<file path="config.mk">
export PLATFORM = sky130hd
export DESIGN_NAME = pc_gen_flat
export DESIGN_NICKNAME = d
export VERILOG_FILES = /design/src/rtl/pc_gen_if.sv /design/src/rtl/pc_gen.sv /design/src/flat_wrapper.sv
export SDC_FILE = /design/constraint.sdc
export NUM_CORES = 1
export LEC_CHECK = 0
export BUFFER_PORTS_ARGS = -buffer_cell sky130_fd_sc_hd__buf_2
export CAP_MARGIN = 25
export CELL_PAD_IN_SITES_DETAIL_PLACEMENT = 1
export CELL_PAD_IN_SITES_GLOBAL_PLACEMENT = 1
export CORE_MARGIN = 2
export CORE_UTILIZATION = 40
export DETAILED_ROUTE_END_ITERATION = 10
export GPL_TIMING_DRIVEN = 0
export HOLD_SLACK_MARGIN = 0.1
export PLACE_DENSITY_LB_ADDON = 0.3
export SYNTH_ARGS = -nofsm -noshare
export SYNTH_HDL_FRONTEND = slang
export SYNTH_SLANG_ARGS = --single-unit
export TNS_END_PERCENT = 20
</file>
<file path="constraint.sdc">
create_clock -name clk -period 2.8 [get_ports clk]
set_input_delay 0.14 -clock clk [delete_from_list [all_inputs] [get_ports clk]]
set_output_delay 0.14 -clock clk [all_outputs]
set_load 0.01 [all_outputs]
</file>
<file path="src/rtl/pc_gen_if.sv">
// Fetch-PC bundle between pc_gen (master) and the fetch stage / redirect sources (slave).
// dbg_state mirrors pc_gen's FSM state for observation only.
interface pc_gen_if #(
  parameter int XLEN = 32
);
  logic            redir_valid;
  logic [1:0]      pc_sel;
  logic [XLEN-1:0] pc_ex;
  logic [XLEN-1:0] rs1_value;
  logic [XLEN-1:0] imm;
  logic [XLEN-1:0] trap_vec;
  logic            fetch_ready;
  logic            pc_valid;
  logic [XLEN-1:0] pc_out;
  logic            misalign;
  logic [XLEN-1:0] bad_addr;
  logic [1:0]      dbg_state;

  // Handshake: a fetch is accepted in any cycle where pc_valid & fetch_ready;
  // pc_out must not change while pc_valid=1 and fetch_ready=0, and pc_valid
  // never drops once raised except through reset.
  modport master (
    input  redir_valid, pc_sel, pc_ex, rs1_value, imm, trap_vec, fetch_ready,
    output pc_valid, pc_out, misalign, bad_addr, dbg_state
  );

  modport slave (
    output redir_valid, pc_sel, pc_ex, rs1_value, imm, trap_vec, fetch_ready,
    input  pc_valid, pc_out, misalign, bad_addr, dbg_state
  );
endinterface

</file>
<file path="src/rtl/pc_gen.sv">
// Fetch program-counter generator with redirect/pending-target handling.
// Optional macro PC_GEN_MISALIGN_TRAP_EN: misaligned targets divert to trap_vec and pulse misalign.
module pc_gen #(
  parameter int              XLEN      = 32,
  parameter logic [XLEN-1:0] RESET_VEC = '0,
  parameter int              IALIGN    = 4
) (
  input  logic    clk,
  input  logic    rst,
  pc_gen_if.master bus
);

  typedef enum logic [1:0] {
    BOOT = 2'd0,
    RUN  = 2'd1,
    HOLD = 2'd2
  } state_e;

  localparam logic [XLEN-1:0] STEP       = XLEN'(IALIGN);
  localparam logic [XLEN-1:0] ALIGN_MASK = XLEN'(IALIGN - 1);

  state_e          state_q, state_d;
  logic [XLEN-1:0] pc_q, pc_d;
  logic [XLEN-1:0] pend_q, pend_d;
  logic            pend_vld_q, pend_vld_d;
  logic [XLEN-1:0] raw_tgt;
  logic [XLEN-1:0] tgt;
  logic            pc_valid;
  logic            hs;

  always_comb begin
    raw_tgt = '0;
    case (bus.pc_sel)
      2'b00:   raw_tgt = bus.pc_ex + STEP;
      2'b01:   raw_tgt = bus.pc_ex + bus.imm;
      2'b10:   raw_tgt = (bus.rs1_value + bus.imm) & ~XLEN'(1);
      default: raw_tgt = bus.trap_vec;
    endcase
  end

`ifdef PC_GEN_MISALIGN_TRAP_EN
  logic            mis;
  logic            misalign_q;
  logic [XLEN-1:0] bad_addr_q;

  assign mis = |(raw_tgt & ALIGN_MASK);
  assign tgt = mis ? bus.trap_vec : raw_tgt;

  // Pulse is raised for any redirect, whether it is taken immediately or parked as pending.
  always_ff @(posedge clk) begin
    if (rst) begin
      misalign_q <= 1'b0;
      bad_addr_q <= '0;
    end else begin
      misalign_q <= bus.redir_valid & mis;
      bad_addr_q <= (bus.redir_valid & mis) ? raw_tgt : '0;
    end
  end

  assign bus.misalign = misalign_q;
  assign bus.bad_addr = bad_addr_q;
`else
  assign tgt          = raw_tgt & ~ALIGN_MASK;
  assign bus.misalign = 1'b0;
  assign bus.bad_addr = '0;
`endif

  assign pc_valid = (state_q != BOOT);
  assign hs       = pc_valid & bus.fetch_ready;

  always_comb begin
    state_d    = state_q;
    pc_d       = pc_q;
    pend_d     = pend_q;
    pend_vld_d = pend_vld_q;
    case (state_q)
      BOOT: begin
        // A redirect seen during BOOT waits for the first accepted fetch.
        state_d = RUN;
        if (bus.redir_valid) begin
          pend_d     = tgt;
          pend_vld_d = 1'b1;
        end
      end
      default: begin
        if (hs) begin
          if (bus.redir_valid)  pc_d = tgt;
          else if (pend_vld_q)  pc_d = pend_q;
          else                  pc_d = pc_q + STEP;
          pend_vld_d = 1'b0;
          state_d    = RUN;
        end else if (bus.redir_valid) begin
          pend_d     = tgt;
          pend_vld_d = 1'b1;
          state_d    = HOLD;
        end
      end
    endcase
  end

  always_ff @(posedge clk) begin
    if (rst) begin
      state_q    <= BOOT;
      pc_q       <= RESET_VEC;
      pend_q     <= '0;
      pend_vld_q <= 1'b0;
    end else begin
      state_q    <= state_d;
      pc_q       <= pc_d;
      pend_q     <= pend_d;
      pend_vld_q <= pend_vld_d;
    end
  end

  assign bus.pc_valid  = pc_valid;
  assign bus.pc_out    = pc_q;
  assign bus.dbg_state = state_q;

endmodule

</file>
<file path="src/flat_wrapper.sv">
// flat-port wrapper written by rule: the top's interface ports become plain ports
module pc_gen_flat 
#(
  parameter int              XLEN      = 32,
  parameter logic [XLEN-1:0] RESET_VEC = '0,
  parameter int              IALIGN    = 4
)
  (clk, rst, bus_redir_valid, bus_pc_sel, bus_pc_ex, bus_rs1_value, bus_imm, bus_trap_vec, bus_fetch_ready, bus_pc_valid, bus_pc_out, bus_misalign, bus_bad_addr, bus_dbg_state);
  pc_gen_if #(.XLEN(XLEN)) bus_i ();
  input  logic clk;
  input  logic rst;
  input wire logic [$bits(bus_i.redir_valid)-1:0] bus_redir_valid;
  input wire logic [$bits(bus_i.pc_sel)-1:0] bus_pc_sel;
  input wire logic [$bits(bus_i.pc_ex)-1:0] bus_pc_ex;
  input wire logic [$bits(bus_i.rs1_value)-1:0] bus_rs1_value;
  input wire logic [$bits(bus_i.imm)-1:0] bus_imm;
  input wire logic [$bits(bus_i.trap_vec)-1:0] bus_trap_vec;
  input wire logic [$bits(bus_i.fetch_ready)-1:0] bus_fetch_ready;
  output wire logic [$bits(bus_i.pc_valid)-1:0] bus_pc_valid;
  output wire logic [$bits(bus_i.pc_out)-1:0] bus_pc_out;
  output wire logic [$bits(bus_i.misalign)-1:0] bus_misalign;
  output wire logic [$bits(bus_i.bad_addr)-1:0] bus_bad_addr;
  output wire logic [$bits(bus_i.dbg_state)-1:0] bus_dbg_state;
  assign bus_i.redir_valid = bus_redir_valid;
  assign bus_i.pc_sel = bus_pc_sel;
  assign bus_i.pc_ex = bus_pc_ex;
  assign bus_i.rs1_value = bus_rs1_value;
  assign bus_i.imm = bus_imm;
  assign bus_i.trap_vec = bus_trap_vec;
  assign bus_i.fetch_ready = bus_fetch_ready;
  assign bus_pc_valid = bus_i.pc_valid;
  assign bus_pc_out = bus_i.pc_out;
  assign bus_misalign = bus_i.misalign;
  assign bus_bad_addr = bus_i.bad_addr;
  assign bus_dbg_state = bus_i.dbg_state;
  pc_gen #(.XLEN(XLEN), .RESET_VEC(RESET_VEC), .IALIGN(IALIGN)) u_core (.clk(clk), .rst(rst), .bus(bus_i));
endmodule
</file>
======== Word level (Yosys, flattened, before mapping) ========
Index checks and enable logic that the tools add are counted.
operators by class
  muxes and demuxes ....................... 12
  equal/unequal tests ..................... 3
  reductions and logical operators ........ 6
  bitwise gates (word level) .............. 2
  add/subtract/negate cells ............... 4
operators by type and width
  cell                                                 count
  2-to-1 mux 32 bit                                    5
  one-hot mux 32 bit (3 select lines)                  1
  adder 32 x 3 -> 32 bit, second input constant        2
  adder 32 bit                                         2
  2-to-1 mux 1 bit                                     6
  zero test 2 bit                                      2
  nonzero test 3 bit                                   1
  OR reduction 3 bit                                   1
  equality test 2 x 1 -> 1 bit, second input constant  1
  equality test 2 bit, second input constant           1
  != test 2 bit, second input constant                 1
  AND reduction 2 bit                                  1
  nonzero test 2 bit                                   1
  bitwise AND 1 bit                                    1
  inverter 1 bit                                       1
word-level totals
  bits of input ports ..................... 134
  output and inout bits ................... 68
  register bits ........................... 67
  word-level logic and storage cells ...... 32

======== Depth between registers and ports, before layout ========
  word-level depth ........................ 5
  gate-level depth with buffers ........... 11
  mapped depth without buffers ............ 10

======== Worst setup path before layout ========
Ideal clock, no wire load.
  path type ............................... input-to-reg
  start point ............................. input bus_imm[8]
  end point ............................... register u_core.pc_q[13], in the netlist u_core.bus.pc_out[13]
  stages on the path ...................... 11
  path buffers ............................ 1
  setup slack ............................. 226 ps
  arrival ................................. 2508 ps
  library setup time ...................... 66 ps
  required time ........................... 2734 ps
  path through ............................ ha_1 -> buf_4 -> nand2_2 -> or3_1 -> or3_4 -> a21boi_2 -> a21o_2 -> xnor2_1 -> mux4_2 -> mux2_2 -> a21oi_2
on the way
  longest elaborated chain between the ends .. 3
  elaborated cells on any way between the ends .. 4
  classes of those cells .................. add/sub: 2; mux: 2
RTL lines
  item                                     RTL line                    source
  start, declared                          flat_wrapper.sv:16          input wire logic [$bits(bus_i.imm)-1:0] bus_imm;
  adder 32 bit (on tied branches)          pc_gen.sv:36, pc_gen.sv:35
  one-hot mux 32 bit (3 select lines) (*)  pc_gen.sv:33                case (bus.pc_sel)
  2-to-1 mux 32 bit (*)                    pc_gen.sv:87                if (bus.redir_valid) pc_d = tgt;
  end signal, assigned                     pc_gen.sv:109               pc_q <= pc_d;
  end, declared                            pc_gen.sv:23                logic [XLEN-1:0] pc_q, pc_d;
Every way passes the cells marked *; elsewhere a longest branch is shown, timed or not.
A chain may end at the register's enable or synchronous reset.

======== Final worst setup path ========
  start point ............................. input bus_imm[6]
  end point ............................... register u_core.pc_q[31], in the netlist u_core.bus.pc_out[31]
The elaborated chain is that of the path after synthesis.

==> metrics.cfg <==
[worst_hold_path]
holdCritStartpoint = bus_trap_vec[27]
whs_path_depth = 5
hold_end = u_core.pend_q[27]
hp-class = primary input to register

[power_and_ir_drop]
p_seq_frac = 0.263
p_int_mw = 2.42
p_sw_mw = 1.56
clockPowerShare = 0.294
p_leak_nw = 4.37
power_density_nw_per_um2 = 399
peakVddDrop_mv = 0.223
p_sw_frac = 0.392
pwr-share-comb = 0.442

[die]
die_h_um = 148
die_x_um = 148
fp-row-count = 52
core-area_um2 = 20200
start_util = 0.408
die_area_um2 = 21800
io_pins = 202

[routing]
first_pass_iters = 5
routed_wl_mm = 33.5
dr_total_vias = 9644
initialDrtViolationCount = 624
avgRoutedWirePerCell_um = 20.5
drc = 0
ant_nets = 0
routed_via_density = 5.91

[grt]
antenna_found_initial = 0
grt_max_degree = 11
grt_overflow = 0
grt_pass1_wl_mm = 51.2
grt_pass1_vias = 9353
grt_use_total = 0.298

[timing]
fin_crit_ps = 2750
fmax_mhz = 364
holdWs_ps = 228
worst_slew_pin_slew_ps = 871
final_hold_viol_count = 0
setup_ws_ps = 53.3
maxSlewViolCount = 0
skew_ps = 5.69
rsz0062_at_grt = yes
setup_violations = 0
fin_crit_sh = 0.981
relSlewSlack = 0.419

[yosys]
ys_ff_latch = 63
synth_cells = 1148
ys_warn_count = 0
synth-edff-count = 0
avgSynthCellArea_um2 = 7.20
netlist.area_leader.share = 0.153
synth_top_area_cell = dfxtp_1
ys_top_cells_by_area = dfxtp_1 15%, ha_1 9.4%, a21oi_1 6.7%, xnor2_1 5.8%, o21ai_0 5.4%
netlist_area_um2 = 8270
async_flop_share = 0
yosysSeqAreaShare = 0.153
ys_types = 75
synth_ff_type = dfxtp_1

[critical_path]
cp-end-kind = register
worstReg2RegEnd = u_core.bus.pc_out[28]
r2r_cells = 10
path_class = primary input to register
critPathSlowestCell = a2111oi_0
crit_chain = buf_2 > ha_1 > and4_1 > o2111a_1 > o21ai_2 > buf_4 > o21ai_4 > nor3_1 > a2111oi_0 > a31o_2 > o211ai_1 > a32o_1
start_kind = primary input
rrSetupSlack_ps = 290
reg2reg_from = u_core.bus.pc_out[2]
max_stage_delay_ps = 430
arrival_ps = 2980
cp.required_ps = 3030
critPathMaxFanout = 6

[clock_tree]
cts_inserted_buffers = 9
cts_buffer_depth = 2
path_clk_slew_ps = 50
clk_latency_ps = 340
cts_root_buf = clkbuf_16
tritoncts = yes
h-tree-depth = 3
clock-sinks = 63

[place]
io_buffers = 161
place_ws_ps = -477
gp_congestion = 0.932
dp_hpwl_mm = 27.1
placedInstanceArea_um2 = 9540

[final_layout]
syn_to_final_growth_pct = 20.5
drive_gt1_frac = 0.199
final_common_cell = buf_2
post-route-cell-area_um2 = 9960
diodes = 0
fin_nets = 1553
mostFrequentLayoutCells = 161 x buf_2, 115 x nor2_1, 110 x nand2_1

[run_status]
status = completed

[job]
max_cap_viol_count = 0

==> stage by stage <==
stage	utilization	instances	TNS, ps	total power, mW
floorplan	-	1182	0	2.17
finish	0.492	1632	0	3.98
detailed placement	0.472	1614	-7350	2.74
global route	0.492	1632	-91.1	4.17
global placement	0.471	1613	-6050	2.71
CTS	0.489	1631	0	3.92
==> Yosys cell counts, drive strengths merged, types with 17 or more instances <==
master / instances
xor2: 51
nand4: 32
a211oi: 18
nand2: 111
nor3: 28
inv: 24
nand3: 42
o21ai: 92
buf: 41
clkbuf: 62
and3: 17
a21o: 35
nor2: 115
xnor2: 55
a21oi: 111
ha: 62
dfxtp: 63
==> layout make-up <==
type | count | area [µm²]
Multi-Input combinational cell | 989 | 6510
Clock buffer | 13 | 270
Clock inverter | 3 | 40.0
Inverter | 24 | 90.1
Buffer | 106 | 616
Timing Repair Buffer | 164 | 831
Sequential cell | 63 | 1260
Fill cell | 2661 | 10300
Tap cell | 270 | 338
==> flip-flops by register name, indices dropped and copies added (netlist names) <==
register	cells
u_core.bus.dbg_state	2
u_core.bus.pc_out	30
u_core.pend_q	30
u_core.pend_vld_q	1
==> worst max path at each step <==
stage	start	endpoint
finish	bus_imm[6]	u_core.bus.pc_out[31]
global route	bus_imm[6]	u_core.bus.pc_out[31]
global placement	bus_imm[6]	u_core.bus.pc_out[23]
floorplan	bus_imm[8]	u_core.bus.pc_out[13]
detailed placement	bus_imm[6]	u_core.bus.pc_out[23]
CTS	bus_pc_ex[7]	u_core.bus.pc_out[28]
==> timing repair <==
action,CTS,global route
setup buffers,0,1
hold endpoints to repair,2,0
hold buffers,1,0
endpoints found under the setup margin,8,12
resized for setup,5,13
pin swaps,0,3
==> critical path: cells and delay by family <==
kind / cells / cell delay (ps)
AOI/OAI and AO/OA: 7 / 1740
buffers and inverters: 2 / 280
adders and majority gates: 1 / 400
and+or+nand+nor: 2 / 430
==> metal layers <==
metal	wire (µm)	share of wire	up-vias	track usage
met3	1900	0.057	56	0.0269
met1	14400	0.43	4683	0.388
met2	16300	0.49	337	0.516
met5	0	0	-	0
li1	-	-	4568	-
met4	901	0.027	0	0.102
==> kinds of logic after synthesis <==
logic type,synth area share
compound gates,0.279
buf+inv,0.0854
other cells,0.000454
mux,0.0500
fa+ha+maj,0.0939
simple gates,0.226
flops,0.153
xor+xnor,0.112
==> power by group through the flow <==
stage | Combinational [mW] | Clock, mW | Sequential, mW
final | 1.76 | 1.17 | 1.05
after global routing | 1.91 | 1.21 | 1.06
after CTS | 1.70 | 1.17 | 1.04
after detailed placement | 1.68 | 0 | 1.06
after global placement | 1.65 | 0 | 1.06
after floorplan | 1.11 | 0 | 1.06
Power figures use the tool's default switching activity.
